**config.mk**
```make
export PLATFORM = sky130hd
export DESIGN_NAME = kitchen_timer_ctrl
export DESIGN_NICKNAME = d
export VERILOG_FILES = /design/src/rtl/kitchen_timer_pkg.sv /design/src/rtl/bcd_mod_counter.sv /design/src/rtl/kitchen_timer_ctrl.sv
export SDC_FILE = /design/constraint.sdc
export NUM_CORES = 1
export LEC_CHECK = 0
export BUFFER_PORTS_ARGS = -buffer_cell sky130_fd_sc_hd__buf_2
export CELL_PAD_IN_SITES_DETAIL_PLACEMENT = 0
export CELL_PAD_IN_SITES_GLOBAL_PLACEMENT = 1
export CORE_MARGIN = 1.5
export CORE_UTILIZATION = 40
export DETAILED_ROUTE_END_ITERATION = 10
export GPL_TIMING_DRIVEN = 0
export PLACE_DENSITY_LB_ADDON = 0.1
export REMOVE_ABC_BUFFERS = 1
export SKIP_LAST_GASP = 1
export SYNTH_ARGS = -nofsm -noshare
export SYNTH_HDL_FRONTEND = slang
export SYNTH_SLANG_ARGS = --single-unit
```
**constraint.sdc**
```tcl
create_clock -name CLK -period 3.9 [get_ports CLK]
set_clock_uncertainty 0.2 [all_clocks]
set_input_delay 0.39 -clock CLK [delete_from_list [all_inputs] [get_ports CLK]]
set_output_delay 0.39 -clock CLK [all_outputs]
set_load 0.02 [all_outputs]
```
**src/rtl/kitchen_timer_pkg.sv**
```systemverilog
// Shared types and constants for the kitchen timer controller and its BCD counters.
package kitchen_timer_pkg;

  typedef enum logic [1:0] {
    StSet   = 2'b00,
    StRun   = 2'b01,
    StPause = 2'b10,
    StAlarm = 2'b11
  } state_e;

  localparam logic [7:0] BCD_ZERO    = 8'h00;
  localparam logic [7:0] SEC_MAX_BCD = 8'h59;
  localparam logic [7:0] MIN_MAX_BCD = 8'h99;

  localparam logic DIR_UP   = 1'b1;
  localparam logic DIR_DOWN = 1'b0;

  // Two-digit BCD encoding of a small binary constant (0..99).
  function automatic logic [7:0] to_bcd(input int unsigned val);
    return {4'(val / 10), 4'(val % 10)};
  endfunction

endpackage

```
**src/rtl/bcd_mod_counter.sv**
```systemverilog
// Two-digit BCD up/down counter that wraps between 00 and MaxVal.
module bcd_mod_counter
  import kitchen_timer_pkg::*;
#(
  parameter int unsigned MaxVal = 59
) (
  input  logic       CLK,
  input  logic       RES_X,
  input  logic       clear_i,
  input  logic       inc_i,
  input  logic       dec_i,
  input  logic       wrap_i,
  output logic [7:0] value_o,
  output logic       carry_o,
  output logic       borrow_o
);

  localparam logic [7:0] MaxBcd = to_bcd(MaxVal);

  logic [7:0] value_q, value_d;
  logic [3:0] tens, ones;

  assign tens     = value_q[7:4];
  assign ones     = value_q[3:0];
  assign value_o  = value_q;
  assign carry_o  = inc_i & (value_q == MaxBcd);
  assign borrow_o = dec_i & (value_q == BCD_ZERO);

  always_comb begin
    value_d = value_q;
    if (clear_i) begin
      value_d = BCD_ZERO;
    end else if (inc_i) begin
      if (value_q == MaxBcd) begin
        value_d = wrap_i ? BCD_ZERO : value_q;
      end else if (ones == 4'd9) begin
        value_d = {tens + 4'd1, 4'd0};
      end else begin
        value_d = {tens, ones + 4'd1};
      end
    end else if (dec_i) begin
      if (value_q == BCD_ZERO) begin
        value_d = wrap_i ? MaxBcd : value_q;
      end else if (ones == 4'd0) begin
        value_d = {tens - 4'd1, 4'd9};
      end else begin
        value_d = {tens, ones - 4'd1};
      end
    end
  end

  always_ff @(posedge CLK or negedge RES_X) begin
    if (!RES_X) begin
      value_q <= BCD_ZERO;
    end else begin
      value_q <= value_d;
    end
  end

endmodule

```
**src/rtl/kitchen_timer_ctrl.sv**
```systemverilog
// Kitchen timer SET/RUN/PAUSE/ALARM sequencer owning the mm:ss BCD registers.
// Define KITCHEN_TIMER_ALARM_TIMEOUT_EN to end ALARM automatically after ALARM_SECS ticks.
module kitchen_timer_ctrl
  import kitchen_timer_pkg::*;
#(
  parameter int unsigned MAX_MIN = 99,
  parameter int unsigned MAX_SEC = 59
`ifdef KITCHEN_TIMER_ALARM_TIMEOUT_EN
  ,
  parameter int unsigned ALARM_SECS = 10
`endif
) (
  input  logic       CLK,
  input  logic       RES_X,
  input  logic       ONE_SEC_PULSE,
  input  logic       HALF_SEC_PULSE,
  input  logic       DEBOUNCED_M_INPUT,
  input  logic       DEBOUNCED_S_INPUT,
  input  logic       DEBOUNCED_START,
  input  logic       DEBOUNCED_STOP,
  input  logic       DEBOUNCED_UP_DOWN,
  output logic [7:0] MIN_BCD,
  output logic [7:0] SEC_BCD,
  output logic       RUNNING,
  output logic       COLON_ON,
  output logic       BUZZER
);

  localparam logic [7:0] MinMaxBcd    = to_bcd(MAX_MIN);
  localparam logic [7:0] SecPreMaxBcd = to_bcd(MAX_SEC - 1);
  localparam logic [7:0] SecOneBcd    = to_bcd(1);

  state_e     state_q, state_d;
  logic       dir_q, dir_d;
  logic       blink_q, blink_d;
  logic [7:0] min_bcd, sec_bcd;
  logic       sec_inc, sec_dec, sec_clr;
  logic       min_inc_edit, min_inc, min_dec, min_clr;
  logic       sec_carry, sec_borrow, min_carry, min_borrow;
  logic       time_zero, any_button, alarm_entry;
  logic       alarm_timeout;
  logic       unused_min_flags;

  assign time_zero  = (min_bcd == BCD_ZERO) && (sec_bcd == BCD_ZERO);
  assign any_button = DEBOUNCED_START | DEBOUNCED_STOP | DEBOUNCED_M_INPUT | DEBOUNCED_S_INPUT;

  // Minutes only follow second carries/borrows while counting, never during edits.
  assign min_inc = min_inc_edit | (sec_carry & (state_q == StRun));
  assign min_dec = sec_borrow & (state_q == StRun);
  // Minute wrap is a legal up-count rollover and underflow cannot occur.
  assign unused_min_flags = min_carry ^ min_borrow;

  always_comb begin
    state_d      = state_q;
    dir_d        = dir_q;
    sec_inc      = 1'b0;
    sec_dec      = 1'b0;
    sec_clr      = 1'b0;
    min_inc_edit = 1'b0;
    min_clr      = 1'b0;
    case (state_q)
      StSet: begin
        if (DEBOUNCED_STOP) begin
          min_clr = 1'b1;
          sec_clr = 1'b1;
        end else begin
          min_inc_edit = DEBOUNCED_M_INPUT;
          sec_inc      = DEBOUNCED_S_INPUT;
          if (DEBOUNCED_START) begin
            dir_d = DEBOUNCED_UP_DOWN;
            if (DEBOUNCED_UP_DOWN == DIR_UP || !time_zero) begin
              state_d = StRun;
            end
          end
        end
      end
      StRun: begin
        if (DEBOUNCED_STOP) begin
          state_d = StPause;
        end else if (ONE_SEC_PULSE) begin
          if (dir_q == DIR_UP) begin
            sec_inc = 1'b1;
            if (min_bcd == MinMaxBcd && sec_bcd == SecPreMaxBcd) begin
              state_d = StAlarm;
            end
          end else begin
            sec_dec = 1'b1;
            if (min_bcd == BCD_ZERO && sec_bcd == SecOneBcd) begin
              state_d = StAlarm;
            end
          end
        end
      end
      StPause: begin
        if (DEBOUNCED_STOP) begin
          min_clr = 1'b1;
          sec_clr = 1'b1;
          state_d = StSet;
        end else begin
          min_inc_edit = DEBOUNCED_M_INPUT;
          sec_inc      = DEBOUNCED_S_INPUT;
          if (DEBOUNCED_START) begin
            state_d = (dir_q == DIR_DOWN && time_zero) ? StSet : StRun;
          end
        end
      end
      StAlarm: begin
        if (any_button || alarm_timeout) begin
          min_clr = 1'b1;
          sec_clr = 1'b1;
          state_d = StSet;
        end
      end
      default: state_d = StSet;
    endcase
  end

  assign alarm_entry = (state_d == StAlarm) && (state_q != StAlarm);

  always_comb begin
    blink_d = HALF_SEC_PULSE ? ~blink_q : blink_q;
    if (alarm_entry) begin
      blink_d = 1'b1;
    end
  end

`ifdef KITCHEN_TIMER_ALARM_TIMEOUT_EN
  localparam int unsigned AlarmCntW = $clog2(ALARM_SECS + 1);
  localparam logic [AlarmCntW-1:0] AlarmCntLast = AlarmCntW'(ALARM_SECS - 1);

  logic [AlarmCntW-1:0] alarm_cnt_q, alarm_cnt_d;

  assign alarm_timeout = (state_q == StAlarm) && ONE_SEC_PULSE && (alarm_cnt_q == AlarmCntLast);

  always_comb begin
    alarm_cnt_d = alarm_cnt_q;
    if (alarm_entry) begin
      alarm_cnt_d = '0;
    end else if (state_q == StAlarm && ONE_SEC_PULSE) begin
      alarm_cnt_d = alarm_cnt_q + 1'b1;
    end
  end

  always_ff @(posedge CLK or negedge RES_X) begin
    if (!RES_X) begin
      alarm_cnt_q <= '0;
    end else begin
      alarm_cnt_q <= alarm_cnt_d;
    end
  end
`else
  assign alarm_timeout = 1'b0;
`endif

  always_ff @(posedge CLK or negedge RES_X) begin
    if (!RES_X) begin
      state_q <= StSet;
      dir_q   <= DIR_DOWN;
      blink_q <= 1'b0;
    end else begin
      state_q <= state_d;
      dir_q   <= dir_d;
      blink_q <= blink_d;
    end
  end

  bcd_mod_counter #(
    .MaxVal(MAX_SEC)
  ) u_sec_cnt (
    .CLK     (CLK),
    .RES_X   (RES_X),
    .clear_i (sec_clr),
    .inc_i   (sec_inc),
    .dec_i   (sec_dec),
    .wrap_i  (1'b1),
    .value_o (sec_bcd),
    .carry_o (sec_carry),
    .borrow_o(sec_borrow)
  );

  bcd_mod_counter #(
    .MaxVal(MAX_MIN)
  ) u_min_cnt (
    .CLK     (CLK),
    .RES_X   (RES_X),
    .clear_i (min_clr),
    .inc_i   (min_inc),
    .dec_i   (min_dec),
    .wrap_i  (1'b1),
    .value_o (min_bcd),
    .carry_o (min_carry),
    .borrow_o(min_borrow)
  );

  assign MIN_BCD  = min_bcd;
  assign SEC_BCD  = sec_bcd;
  assign RUNNING  = (state_q == StRun);
  assign COLON_ON = (state_q == StRun) ? blink_q : 1'b1;
  assign BUZZER   = (state_q == StAlarm) & blink_q;

endmodule
```
==> impl_metrics.py <==
metrics = {
    "routing": {
        "ant_nets": 0,
        "detail_route.wl_per_cell_microns": 14.4,
        "via_per_inst": 5.58,
        "wl_microns": 3950,
        "vias": 1529,
        "drtPass1Iterations": 4,
        "drt_iter0_drc": 76,
        "remaining_drc_errors": 0,
    },
    "clocking": {
        "numCtsBuffers": 3,
        "cts_tree": "done",
        "post_cts_buffers": 0,
        "ctsHoldBuffers": 1,
        "cts_sinks": 20,
        "post_cts_resized": 0,
        "root_buffer": "clkbuf_8",
        "clk_pin_slew_ns": 0.07,
        "h-tree-depth": 1,
        "cts.path.max_buffers": 2,
        "insertion_delay_ns": 0.26,
    },
    "place": {
        "numPortBuffers": 27,
        "dp_slack_ns": 1.20,
        "post-dp-hpwl_microns": 3010,
        "place.gp.congestion": 0.803,
        "dpl_cell_area_sq_um": 1870,
    },
    "layout": {
        "drive_gt1_frac": 0.196,
        "area_delta_synth_final_pct": 12.8,
        "nNetsFinal": 246,
        "post-route-cell-area_sq_um": 1920,
        "diodes": 0,
        "postLayoutCoreUtil": 0.474,
    },
    "global_route": {
        "grt_overflow": 0,
        "grt_pass1_vias": 1464,
        "grt_usage": 0.193,
        "grt_pass1_wl_microns": 6850,
        "antenna_found_initial": 0,
        "grt_max_degree": 21,
    },
    "timing": {
        "period_needed_ns": 2.73,
        "max_freq_ghz": 0.366,
        "fin_tns_setup_ns": 0,
        "worstMarginPinSlew_ns": 0.849,
        "setup_violations": 0,
        "setup_slack_ns": 1.17,
        "hold_violations": 0,
        "slew_headroom": 0.433,
        "rsz0062_at_grt": "false",
        "period_share": 0.700,
        "slew_viol_final": 0,
    },
    "synthesis": {
        "synth_cells": 198,
        "ys_async_sr_fraction": 1.00,
        "avgSynthCellArea_sq_um": 8.61,
        "synth_edf_count": 0,
        "synthFlopType": "dfrtp_1",
        "syn_area_sq_um": 1710,
        "yosysUniqueCellTypes": 57,
        "yosys_warnings": 0,
        "seq_area_frac_synth": 0.293,
        "ys_ff_latch": 20,
    },
    "worst_setup_path": {
        "cp_slowest_cell": "dfrtp_1",
        "critPathKind": "flop to flop",
        "setup.worst_path.end_class": "flop",
        "worstPathCellList": "inv_1 > ha_1 > nor3b_1 > nand2_1 > a211oi_2 > or3b_1 > o2111a_1 > a21oi_1",
        "worstPathArrival_ns": 2.72,
        "rr_worst_depth": 8,
        "cp-start-kind": "flop",
        "path_max_fanout": 8,
        "required_ns": 3.88,
        "max_stage_delay_ns": 0.47,
    },
    "power": {
        "powerDensity_nw_per_um2": 556,
        "p_clk_frac": 0.129,
        "p_sw_frac": 0.480,
        "vdd_drop_max_uv": 250,
        "p_seq_frac": 0.357,
        "power.leakage_uw": 0.000822,
        "combPwrFrac": 0.514,
        "power_switching_uw": 513,
        "p_int_uw": 556,
    },
    "run": {
        "maxCapViolCount": 0,
    },
    "die": {
        "die_w_microns": 68.3,
        "initial_core_util": 0.420,
        "ios": 28,
        "dieArea_sq_um": 4660,
        "coreArea_sq_um": 4060,
        "die-height_microns": 68.3,
        "num_rows": 23,
    },
    "status": {
        "status": "finished, final reports clean",
    },
    "hold_path": {
        "hp-class": "input pin to flop",
        "hold_depth": 3,
    },
}
[final cells by class]
cell class	instances	area (sq um)
sequential	20	500
tap	50	62.6
multi-input combinational	163	1140
inverter	10	37.5
fill	405	2130
timing repair buffer	28	145
clock buffer	3	41.3
[registers in the layout, summed over array words and instances (netlist names)]
name and flops:
blink_q 1, dir_q 1, state_q 2, u_min_cnt.value_o 8
u_sec_cnt.value_o 8
[per-layer routing]
layer | wire, microns | vias to the layer above | GRT usage
met4 | 25 | 0 | 0.0625
li1 | - | 789 | -
met3 | 82 | 2 | 0.0197
met5 | 0 | - | 0
met1 | 2000 | 719 | 0.265
met2 | 1840 | 19 | 0.317
[final timing paths]
kind	slack, ns	end	from
worst max-delay path	1.17	u_min_cnt.value_o[6]	u_min_cnt.value_o[0]
worst min-delay path	0.16	dir_q	DEBOUNCED_UP_DOWN
worst max register to register	1.17	u_min_cnt.value_o[6]	u_min_cnt.value_o[0]
worst min register to register	0.34	blink_q	blink_q
max in group asynchronous	2.75	u_sec_cnt.value_o[1]	RES_X
min in group asynchronous	0.42	u_sec_cnt.value_o[2]	RES_X
[power by group through the flow]
stage	combinational, uW	clock, uW	sequential (uW)
floorplan	348	0	425
finish	550	138	382
global placement	544	0	378
global route	619	154	397
CTS	554	145	379
detailed placement	552	0	382
[cells in the final DEF (no fill, tap or decap), types with 2 or more instances in the layout]
| master | count |
|---|---|
| a21boi_1 | 2 |
| nand2b_1 | 10 |
| o22ai_1 | 2 |
| ha_1 | 11 |
| clkbuf_8 | 3 |
| or3_1 | 4 |
| o211ai_1 | 3 |
| o2bb2ai_1 | 2 |
| xnor2_1 | 2 |
| nand3b_1 | 2 |
| o21ai_1 | 2 |
| nand3_1 | 6 |
| nor4_1 | 4 |
| a21oi_1 | 15 |
| nor2_1 | 17 |
| mux2i_1 | 3 |
| nor3_1 | 10 |
| o21ai_0 | 11 |
| buf_2 | 27 |
| nor2b_1 | 2 |
| a32oi_1 | 3 |
| and2_1 | 3 |
| inv_1 | 10 |
| o31ai_1 | 4 |
| nor3b_1 | 3 |
| nand2_1 | 14 |
| dfrtp_1 | 20 |
[cells by family (layout without fill, tap and decap cells)]
family | after synthesis | in the layout | synth area share
adder cells (fa/ha/maj) | 11 | 11 | 0.0807
AND/OR/NAND/NOR | 88 | 88 | 0.299
flip-flops | 20 | 20 | 0.293
XOR/XNOR | 2 | 2 | 0.0103
AO/OA/AOI/OAI | 58 | 58 | 0.252
multiplexers | 4 | 4 | 0.0242
buffers and inverters | 15 | 41 | 0.0404
[Yosys cell counts (3+ instances only)]
library cell / count / area (sq um)
nand2b_1: 10 / 62.6
nand3_1: 6 / 30.0
and2_1: 3 / 18.8
mux2i_1: 3 / 30.0
o31ai_1: 4 / 30.0
a21oi_1: 15 / 75.1
nor3b_1: 3 / 22.5
o211ai_1: 3 / 22.5
nand2_1: 14 / 52.6
o21ai_0: 11 / 55.1
a32oi_1: 3 / 26.3
nor2_1: 17 / 63.8
nor4_1: 4 / 25.0
inv_1: 10 / 37.5
dfrtp_1: 20 / 500
nor3_1: 10 / 50.1
or3_1: 4 / 25.0
ha_1: 11 / 138
[critical path: cells and delay by family (launching register included)]
kind | cells | cell delay [ns]
AND/OR/NAND/NOR | 3 | 1.08
buffers and inverters | 1 | 0.10
AO/OA/AOI/OAI | 3 | 0.58
flip-flops | 1 | 0.47
adder cells (fa/ha/maj) | 1 | 0.23
[through the flow]
stage	hold WS, ns	std cells	total power, uW
6_report	0.158	274	1070
5_1_grt	0.164	274	1170
4_1_cts	0.153	274	1080
3_5_place_dp	0.189	270	934
3_3_place_gp	0.176	270	922
2_1_floorplan	-0.106	193	773
No activity file was read; power rests on OpenSTA's default activity.
